[config.mk]
export PLATFORM = sky130hd
export DESIGN_NAME = adc_scanner
export DESIGN_NICKNAME = d
export VERILOG_FILES = /design/src/rtl/adc_scanner.sv
export SDC_FILE = /design/constraint.sdc
export NUM_CORES = 1
export LEC_CHECK = 0
export CORE_MARGIN = 1.5
export CORE_UTILIZATION = 41
export CTS_BUF_LIST = sky130_fd_sc_hd__clkbuf_2
export CTS_CLUSTER_SIZE = 8
export DETAILED_ROUTE_END_ITERATION = 8
export GPL_TIMING_DRIVEN = 1
export SLEW_MARGIN = 20
export SYNTH_ARGS = -nofsm -noshare
export SYNTH_HDL_FRONTEND = slang
export SYNTH_SLANG_ARGS = --single-unit
[constraint.sdc]
create_clock -name clk -period 3.42 [get_ports clk]
set_clock_uncertainty 0.15 [all_clocks]
set_input_delay 0.684 -clock clk [delete_from_list [all_inputs] [get_ports clk]]
set_output_delay 0.684 -clock clk [all_outputs]
set_load 0.02 [all_outputs]
[src/rtl/adc_scanner.sv]
// rtl/adc_scanner.sv - periodic 8-channel ADC request sequencer with latest-value table
// Define ADC_SCANNER_AVG_EN to keep a running average per channel instead of the raw sample.
module adc_scanner #(
    parameter int PERIOD  = 100000,
    parameter int TIMEOUT = 512
) (
    input  logic        clk,
    input  logic        rst_n,
    input  logic        enable,
    input  logic [7:0]  chan_mask,
    output logic [23:0] adc_in_data,
    output logic        adc_in_wr,
    input  logic [23:0] adc_out_data,
    input  logic        adc_out_wr,
    output logic [23:0] res_data,
    output logic        res_wr,
    input  logic [2:0]  rd_ch,
    output logic [9:0]  rd_val,
    output logic        busy,
    output logic        err_timeout,
    output logic        err_tag
);
    localparam int            TW       = $clog2(TIMEOUT + 1);
    localparam logic [23:0]   PER_LAST = 24'(PERIOD - 1);
    localparam logic [TW-1:0] TMO_LAST = TW'(TIMEOUT - 1);

    typedef enum logic [2:0] {S_IDLE, S_REQ, S_WAIT, S_FWD, S_NEXT} state_t;

    state_t        state_q, state_d;
    logic [23:0]   per_q, per_d;
    logic [TW-1:0] tmo_q, tmo_d;
    logic [7:0]    mask_q, mask_d;
    logic [2:0]    ch_q, ch_d;
    logic [9:0]    val_q, val_d;
    logic [9:0]    table_q [8];
    logic [9:0]    table_d [8];
    logic [23:0]   adc_in_data_q, adc_in_data_d;
    logic          adc_in_wr_q, adc_in_wr_d;
    logic [23:0]   res_data_q, res_data_d;
    logic          res_wr_q, res_wr_d;
    logic          err_timeout_q, err_timeout_d;
    logic          err_tag_q, err_tag_d;

    logic          tick, tag_ok, tmo_hit, has_next;
    logic [2:0]    first_ch, next_ch;
    logic [9:0]    sample, new_val;
    logic          unused_bits;

    assign tick        = enable && (per_q == PER_LAST);
    assign sample      = adc_out_data[9:0];
    assign tag_ok      = (adc_out_data[23:16] == {5'b00000, ch_q});
    assign tmo_hit     = (tmo_q == TMO_LAST);
    assign unused_bits = ^adc_out_data[15:10];

    // Descending scan so the last hit is the lowest qualifying bit.
    always_comb begin
        first_ch = 3'd0;
        next_ch  = 3'd0;
        has_next = 1'b0;
        for (int i = 7; i >= 0; i--) begin
            if (chan_mask[i]) first_ch = 3'(i);
            if (mask_q[i] && (3'(i) > ch_q)) begin
                next_ch  = 3'(i);
                has_next = 1'b1;
            end
        end
    end

`ifdef ADC_SCANNER_AVG_EN
    logic [7:0]  valid_q, valid_d;
    logic [11:0] avg_sum;

    always_comb begin
        avg_sum = 12'd3 * {2'b00, table_q[ch_q]} + {2'b00, sample} + 12'd2;
        new_val = valid_q[ch_q] ? avg_sum[11:2] : sample;
        valid_d = valid_q;
        if (state_q == S_WAIT && adc_out_wr && tag_ok) valid_d[ch_q] = 1'b1;
    end

    always_ff @(posedge clk or negedge rst_n) begin
        if (!rst_n) valid_q <= 8'h00;
        else        valid_q <= valid_d;
    end
`else
    assign new_val = sample;
`endif

    always_ff @(posedge clk or negedge rst_n) begin
        if (!rst_n) begin
            state_q       <= S_IDLE;
            per_q         <= 24'd0;
            tmo_q         <= '0;
            mask_q        <= 8'h00;
            ch_q          <= 3'd0;
            val_q         <= 10'd0;
            for (int i = 0; i < 8; i++) table_q[i] <= 10'd0;
            adc_in_data_q <= 24'd0;
            adc_in_wr_q   <= 1'b0;
            res_data_q    <= 24'd0;
            res_wr_q      <= 1'b0;
            err_timeout_q <= 1'b0;
            err_tag_q     <= 1'b0;
        end else begin
            state_q       <= state_d;
            per_q         <= per_d;
            tmo_q         <= tmo_d;
            mask_q        <= mask_d;
            ch_q          <= ch_d;
            val_q         <= val_d;
            for (int i = 0; i < 8; i++) table_q[i] <= table_d[i];
            adc_in_data_q <= adc_in_data_d;
            adc_in_wr_q   <= adc_in_wr_d;
            res_data_q    <= res_data_d;
            res_wr_q      <= res_wr_d;
            err_timeout_q <= err_timeout_d;
            err_tag_q     <= err_tag_d;
        end
    end

    always_comb begin
        state_d = state_q;
        case (state_q)
            S_IDLE:  if (tick && chan_mask != 8'h00) state_d = S_REQ;
            S_REQ:   state_d = S_WAIT;
            S_WAIT: begin
                if (adc_out_wr)   state_d = tag_ok ? S_FWD : S_NEXT;
                else if (tmo_hit) state_d = S_NEXT;
            end
            S_FWD:   state_d = S_NEXT;
            S_NEXT:  state_d = (enable && has_next) ? S_REQ : S_IDLE;
            default: state_d = S_IDLE;
        endcase
    end

    always_comb begin
        per_d         = (!enable || tick) ? 24'd0 : per_q + 24'd1;
        tmo_d         = tmo_q;
        mask_d        = mask_q;
        ch_d          = ch_q;
        val_d         = val_q;
        table_d       = table_q;
        adc_in_data_d = adc_in_data_q;
        adc_in_wr_d   = 1'b0;
        res_data_d    = res_data_q;
        res_wr_d      = 1'b0;
        err_timeout_d = err_timeout_q;
        err_tag_d     = err_tag_q;
        case (state_q)
            S_IDLE: begin
                if (tick && chan_mask != 8'h00) begin
                    mask_d = chan_mask;
                    ch_d   = first_ch;
                end
            end
            S_REQ: begin
                adc_in_data_d = {21'd0, ch_q};
                adc_in_wr_d   = 1'b1;
                tmo_d         = '0;
            end
            S_WAIT: begin
                tmo_d = tmo_q + 1'b1;
                if (adc_out_wr) begin
                    if (tag_ok) begin
                        table_d[ch_q] = new_val;
                        val_d         = new_val;
                    end else begin
                        err_tag_d = 1'b1;
                    end
                end else if (tmo_hit) begin
                    err_timeout_d = 1'b1;
                end
            end
            S_FWD: begin
                res_data_d = {5'd0, ch_q, 6'd0, val_q};
                res_wr_d   = 1'b1;
            end
            S_NEXT: begin
                if (enable && has_next) ch_d = next_ch;
            end
            default: ;
        endcase
    end

    assign adc_in_data = adc_in_data_q;
    assign adc_in_wr   = adc_in_wr_q;
    assign res_data    = res_data_q;
    assign res_wr      = res_wr_q;
    assign rd_val      = table_q[rd_ch];
    assign busy        = (state_q != S_IDLE);
    assign err_timeout = err_timeout_q;
    assign err_tag     = err_tag_q;
endmodule

## Yosys cells after proc, flatten, opt, wreduce, memory -nomap -nowiden

Index checks and enable logic that the tools add are counted.

| operators by class | value |
|---|---|
| add/subtract/negate cells | 2 |
| bitwise gates (word level) | 4 |
| equality and inequality tests | 10 |
| reduce and logical (&&, ||, !) cells | 25 |
| magnitude comparators | 11 |
| multiplexer cells | 43 |

Operator list:

| operator | number |
|---|---|
| 80-bit bitwise mux | 1 |
| 3-bit 2-to-1 mux | 22 |
| 10-bit binary-select mux with 3-bit select | 1 |
| 10-bit demux with 3-bit select | 1 |
| 10-bit 2-to-1 mux | 3 |
| 24-bit by 1-bit adder with 24-bit output, second input constant | 1 |
| 24-bit by 17-bit == test with 1-bit output, second input constant | 1 |
| 24-bit 2-to-1 mux | 1 |
| 10-bit case mux with 2 select lines | 1 |
| 3-bit case mux with 5 select lines | 1 |
| 3-bit > comparator, first input constant | 4 |
| 1-bit logical AND | 12 |
| 3-bit AND reduction | 4 |
| 1-bit 2-to-1 mux | 11 |
| 10-bit by 1-bit adder with 10-bit output, second input constant | 1 |
| 10-bit by 9-bit == test with 1-bit output, second input constant | 1 |
| 8-bit by 3-bit == test with 1-bit output | 1 |
| 4-bit >= comparator, second input constant | 2 |
| 3-bit NOT with 4-bit output | 2 |
| 8-bit nonzero test | 1 |
| 3-bit by 2-bit == test with 1-bit output, second input constant | 2 |
| 1-bit by 3-bit > comparator with 1-bit output, first input constant | 2 |
| 2-bit by 3-bit > comparator with 1-bit output, first input constant | 2 |
| 3-bit case mux with 2 select lines | 1 |
| 12 further kinds | 16 |

| storage, ports and cells | value |
|---|---|
| bits of input ports | 39 |
| word-level logic and storage cells | 115 |
| bits in registers | 158 |
| output and inout port bits | 63 |

## Depth between registers and ports, before layout

| depth | value |
|---|---|
| depth in word-level cells | 13 |
| mapped depth | 8 |
| gate-level depth less buffers | 6 |

## Worst setup path after synthesis

OpenSTA, ideal clock, no wires.

| path | value |
|---|---|
| kind | input to register |
| from | input adc_out_data[21] |
| to | register table_q[20] in the netlist's numbering |
| path slack | 480 ps |
| path buffers | 1 |
| arrival time | 2,665 ps |
| stages on the path | 6 |
| path through | or4_4 > nor4_4 > nand4_4 > or4_4 > buf_6 > mux2_4 |

| between the ends | value |
|---|---|
| cells in the longest elaborated chain, start to end | 2 |

RTL lines:

| item | line | RTL |
|---|---|---|
| start, declared | 13 | `input logic [23:0] adc_out_data,` |
| 8-bit by 3-bit == test with 1-bit output | 51 | `assign tag_ok = (adc_out_data[23:16] == {5'b00000, ch_q});` |
| 3-bit AND reduction (no source line) | - |  |
| end, declared | 35 | `logic [9:0] table_q [8];` |

Every way passes these cells.
A chain may end at the register's enable or synchronous reset.

## Worst setup path after layout

| path | value |
|---|---|
| from | input rd_ch[1] |
| to | output rd_val[2] |

| between the ends | value |
|---|---|
| cells in the longest elaborated chain, start to end | 4 |

RTL lines:

| item | line | RTL |
|---|---|---|
| start, declared | 17 | `input logic [2:0] rd_ch,` |
| 3-bit NOT with 4-bit output (implied by the code) | 188 | `assign rd_val = table_q[rd_ch];` |
| 10-bit binary-select mux with 3-bit select | 188 |  |
| 10-bit 2-to-1 mux (implied by the code) (2 in a row) | 188 |  |
| end, declared | 18 | `output logic [9:0] rd_val,` |

Every way passes these cells. The select of a mux whose other input is x is not followed.

==> results by group <==
Global routing
  • Largest net degree at the start of global routing: 65
  • Antenna violations before repair: 0
  • All-layer global routing usage: 0.1689
  • Gr ovfl total: 0
  • Number of global-route vias before repair: 4,960
  • Global-route wire length before repair: 25.50 mm

Layout
  • Final standard cell count with taps included and fillers excluded: 945
  • Number of nets in the finished design: 744
  • Most used cells in the layout excluding fill and tap cells: 157 x dfrtp_1, 90 x nand2_1, 88 x mux2_2
  • Cell area after layout: 8726 µm²
  • Ratio of cells with drive above 1 in the final layout: 0.2626
  • Commonest non-fill, non-tap cell in the layout: dfrtp_1
  • Utilization after layout: 0.4858
  • Ant diodes: 0
  • Signed area change from the synthesized netlist to the final layout: 15.85%

CTS
  • Buffer depth of the longest clock path: 2
  • Clk_lat worst skew: 0.72 ns
  • Clock transition at the registers of the reported paths: 0.20 ns
  • Clock tree from TritonCTS: built
  • Buffer type at the clock tree root: clkbuf_2
  • TritonCTS Buffers: 17
  • Clock Sink Count: 157
  • H-Tree Depth: 4

Worst setup path
  • Setup crit end kind: output port
  • Path type of the worst setup path: in -> out
  • Critical register-to-register path startpoint: ch_q[0]$_DFFE_PN0P_
  • Worst R2R Setup Slack: 0.75 ns
  • Worst path slowest cell: clkdlybuf4s50_1
  • Crit path arrival time: 2.54 ns
  • Critical path startpoint: rd_ch[1]
  • List of cells traversed by the critical path: clkdlybuf4s50_1 > buf_12 > mux4_2 > mux2_2 > clkdlybuf4s50_1
  • Capturing point of the worst reg2reg path: table_q[30]$_DFFE_PN0P_
  • Nature of the critical path startpoint: input pin
  • Critical path required time: 2.59 ns
  • Most frequent cell on the critical path: clkdlybuf4s50_1
  • R2R cell count: 7
  • Critical Path Max Stage Delay: 0.54 ns
  • Critical path fanouts, max: 20

Timing
  • Slew Limit Fails: 0
  • Final-layout worst hold slack: 0.3337 ns
  • Number of failing setup endpoints in the final timing report: 0
  • Final critical-path share of the clock period: 0.9856
  • Shortest clock period the worst path allows after layout: between 3 and 4 ns
  • Slew margin rel.: 0.5104
  • Setup repair after global routing missed its margin: false
  • Final Hold Violating Endpoints: 0
  • Actual slew at the worst max-slew pin: between 0.7 and 0.8 ns
  • Fmax: 296.7 MHz

Yosys
  • YS warnings: 0
  • Yosys reg bits: 157
  • Sequential-to-total area share from yosys stat: 0.5216
  • Most used flip-flop cell after synthesis: dfrtp_1
  • Async set or reset register ratio after synthesis: 1.000
  • Cell area after synthesis: 7532 µm²
  • Proportion of synthesized area in mux cells: 0.2166
  • Post-synth EDFFs: 0
  • Average footprint of a synthesized cell: 12.13 µm²
  • Synthesized-area fraction occupied by ao, oa, aoi and oai cells: 0.03754
  • Number of standard cells after synthesis: 621
  • Synthesized-area fraction occupied by adder cells: 0.003322
  • Xor and xnor fraction of the mapped netlist area: 0.03023
  • Number of distinct library cells after synthesis: 60
  • Area fraction in and, or, nand and nor cells after synthesis: 0.1382
  • Dominant combinational cell family by area after synthesis: multiplexers

Pwr
  • Power density cells: between 300 and 400 nW/µm²
  • Int Pwr: 2.126 mW
  • Part of the total power dissipated in sequential elements: 0.641
  • Pleak: 4.238 nW
  • Combinational share of power: 0.069
  • Net switching fraction of the power: 0.2731
  • Switching power: 0.7987 mW
  • Part of the power in the clock network: 0.290
  • Sum of internal, switching and leakage power: between 2 and 3 mW
  • Peak supply drop: 0.0001785 V

Outcome
  • Run status: complete, no violations

Floorplan
  • Starting Density: 0.4193
  • Core box area: 17,960 µm²
  • Vertical die dimension: approximately 140 µm
  • Boundary Pins: 102
  • Floorplan die width: between 100 and 150 µm
  • Die area: around 19,000 µm²
  • Number of core rows: 49

Place
  • Placed Instance Area: 8512 µm²
  • Number of placed instances, taps included: 909
  • Total half-perimeter wirelength after legalization and detailed placement: 10.49 mm
  • Gp weighted congestion: around 0.82
  • I/O Buffers: 63

Route
  • Number of remaining DRC errors: 0
  • Via count normalized by instance count: roughly 5.2
  • TritonRoute pass-1 iters: 4
  • DRC violation total after the first TritonRoute iteration: 264
  • Count of vias placed by the detailed router: ~5,000
  • Post-detailed-route wirelength per cell: 16.38 µm
  • Total wirelength of the detailed-routed design: approximately 15 mm
  • ANT nets after route: 0

Flow run
  • Max_cap viols: 0

Min path
  • Path category of the worst min-delay check: in -> async
[power by group through the flow]
| stage | registers (mW) | logic [mW] | clock network, mW |
|---|---|---|---|
| floorplan | 1.91 | 0.108 | 0 |
| global placement | 1.90 | 0.197 | 0 |
| detailed placement | 1.91 | 0.202 | 0 |
| CTS | 1.87 | 0.206 | 0.888 |
| global route | 1.88 | 0.223 | 0.961 |
| finish | 1.87 | 0.202 | 0.849 |
[critical path: cells and delay by family]
| family | cells | cell delay [ns] |
|---|---|---|
| buffers and inverters | 3 | 1.25 |
| multiplexers | 2 | 0.61 |
[routing by layer]
metal | vias up | part of all wire | track usage
li1 | 2284 | - | -
met2 | 118 | 0.51 | 0.2875
met5 | - | 0 | 0
met3 | 21 | 0.038 | 0.03695
met1 | 2527 | 0.44 | 0.2129
met4 | 0 | 0.017 | 0.06039
[state kept, by name, summed over array words and instances (netlist names)]
register and flops:
ch_q 3, per_q 24, res_wr 1, res_data 13, mask_q 7, err_tag 1, state_q 3, err_timeout 1
tmo_q 10, table_q 80, val_q 10, adc_in_data 3, adc_in_wr 1
[synthesized netlist by cell type (all sizes together) (5+ instances only)]
master,instances,area share
nand3,17,0.012
o211ai,5,0.0050
inv,12,0.0060
mux2,98,0.15
and3,5,0.0042
o21ai,13,0.0086
mux4,20,0.060
dfrtp,157,0.52
nand2,90,0.045
nor4,8,0.011
clkbuf,18,0.0091
and4,5,0.0058
xor2,19,0.022
xnor2,7,0.0081
o31ai,7,0.0070
buf,38,0.036
nor2,36,0.018
nor3,7,0.0061
nand4,9,0.010
[per-stage QoR]
step	setup TNS (ns)	worst slack [ns]
floorplan	0	0.4801
global placement	-2.709	-0.2288
detailed placement	-4.137	-0.2433
CTS	0	0.03321
global route	0	0.007320
finish	0	0.04909
[worst max-delay path by stage]
stage	endpoint	slack, ns	cells after the start
6_report	rd_val[2]	0.05	5
5_1_grt	rd_val[2]	0.007	5
4_1_cts	rd_val[6]	0.03	5
3_5_place_dp	rd_val[2]	-0.24	5
3_3_place_gp	rd_val[8]	-0.23	5
2_1_floorplan	table_q[20]$_DFFE_PN0P_	0.48	6
[timing repair]
item                                    in CTS  in global routing
gates resized for setup                      7                  1
endpoints found under the hold margin       62                  0
pin swaps                                    0                  0
endpoints found under the setup margin      10                  1
hold buffers                                 1                  0
setup buffers                                3                  0
gates cloned                                 0                  0
[logic make-up after synthesis]
kind of cell	after synthesis
other cells	1
compound gates	41
mux	122
xor+xnor	26
flops	157
fa+ha+maj	2
buf+inv	69
simple gates	203
[layout make-up]
class                      instances  area (µm²)
sequential                       157        3929
clock buffer                      17       85.08
fill                            1634        9238
tap                              229       286.5
timing repair buffer              88       945.9
inverter                          13       48.80
multi-input combinational        426        3333
clock inverter                    15       97.59
No activity file was read; power rests on OpenSTA's default activity.
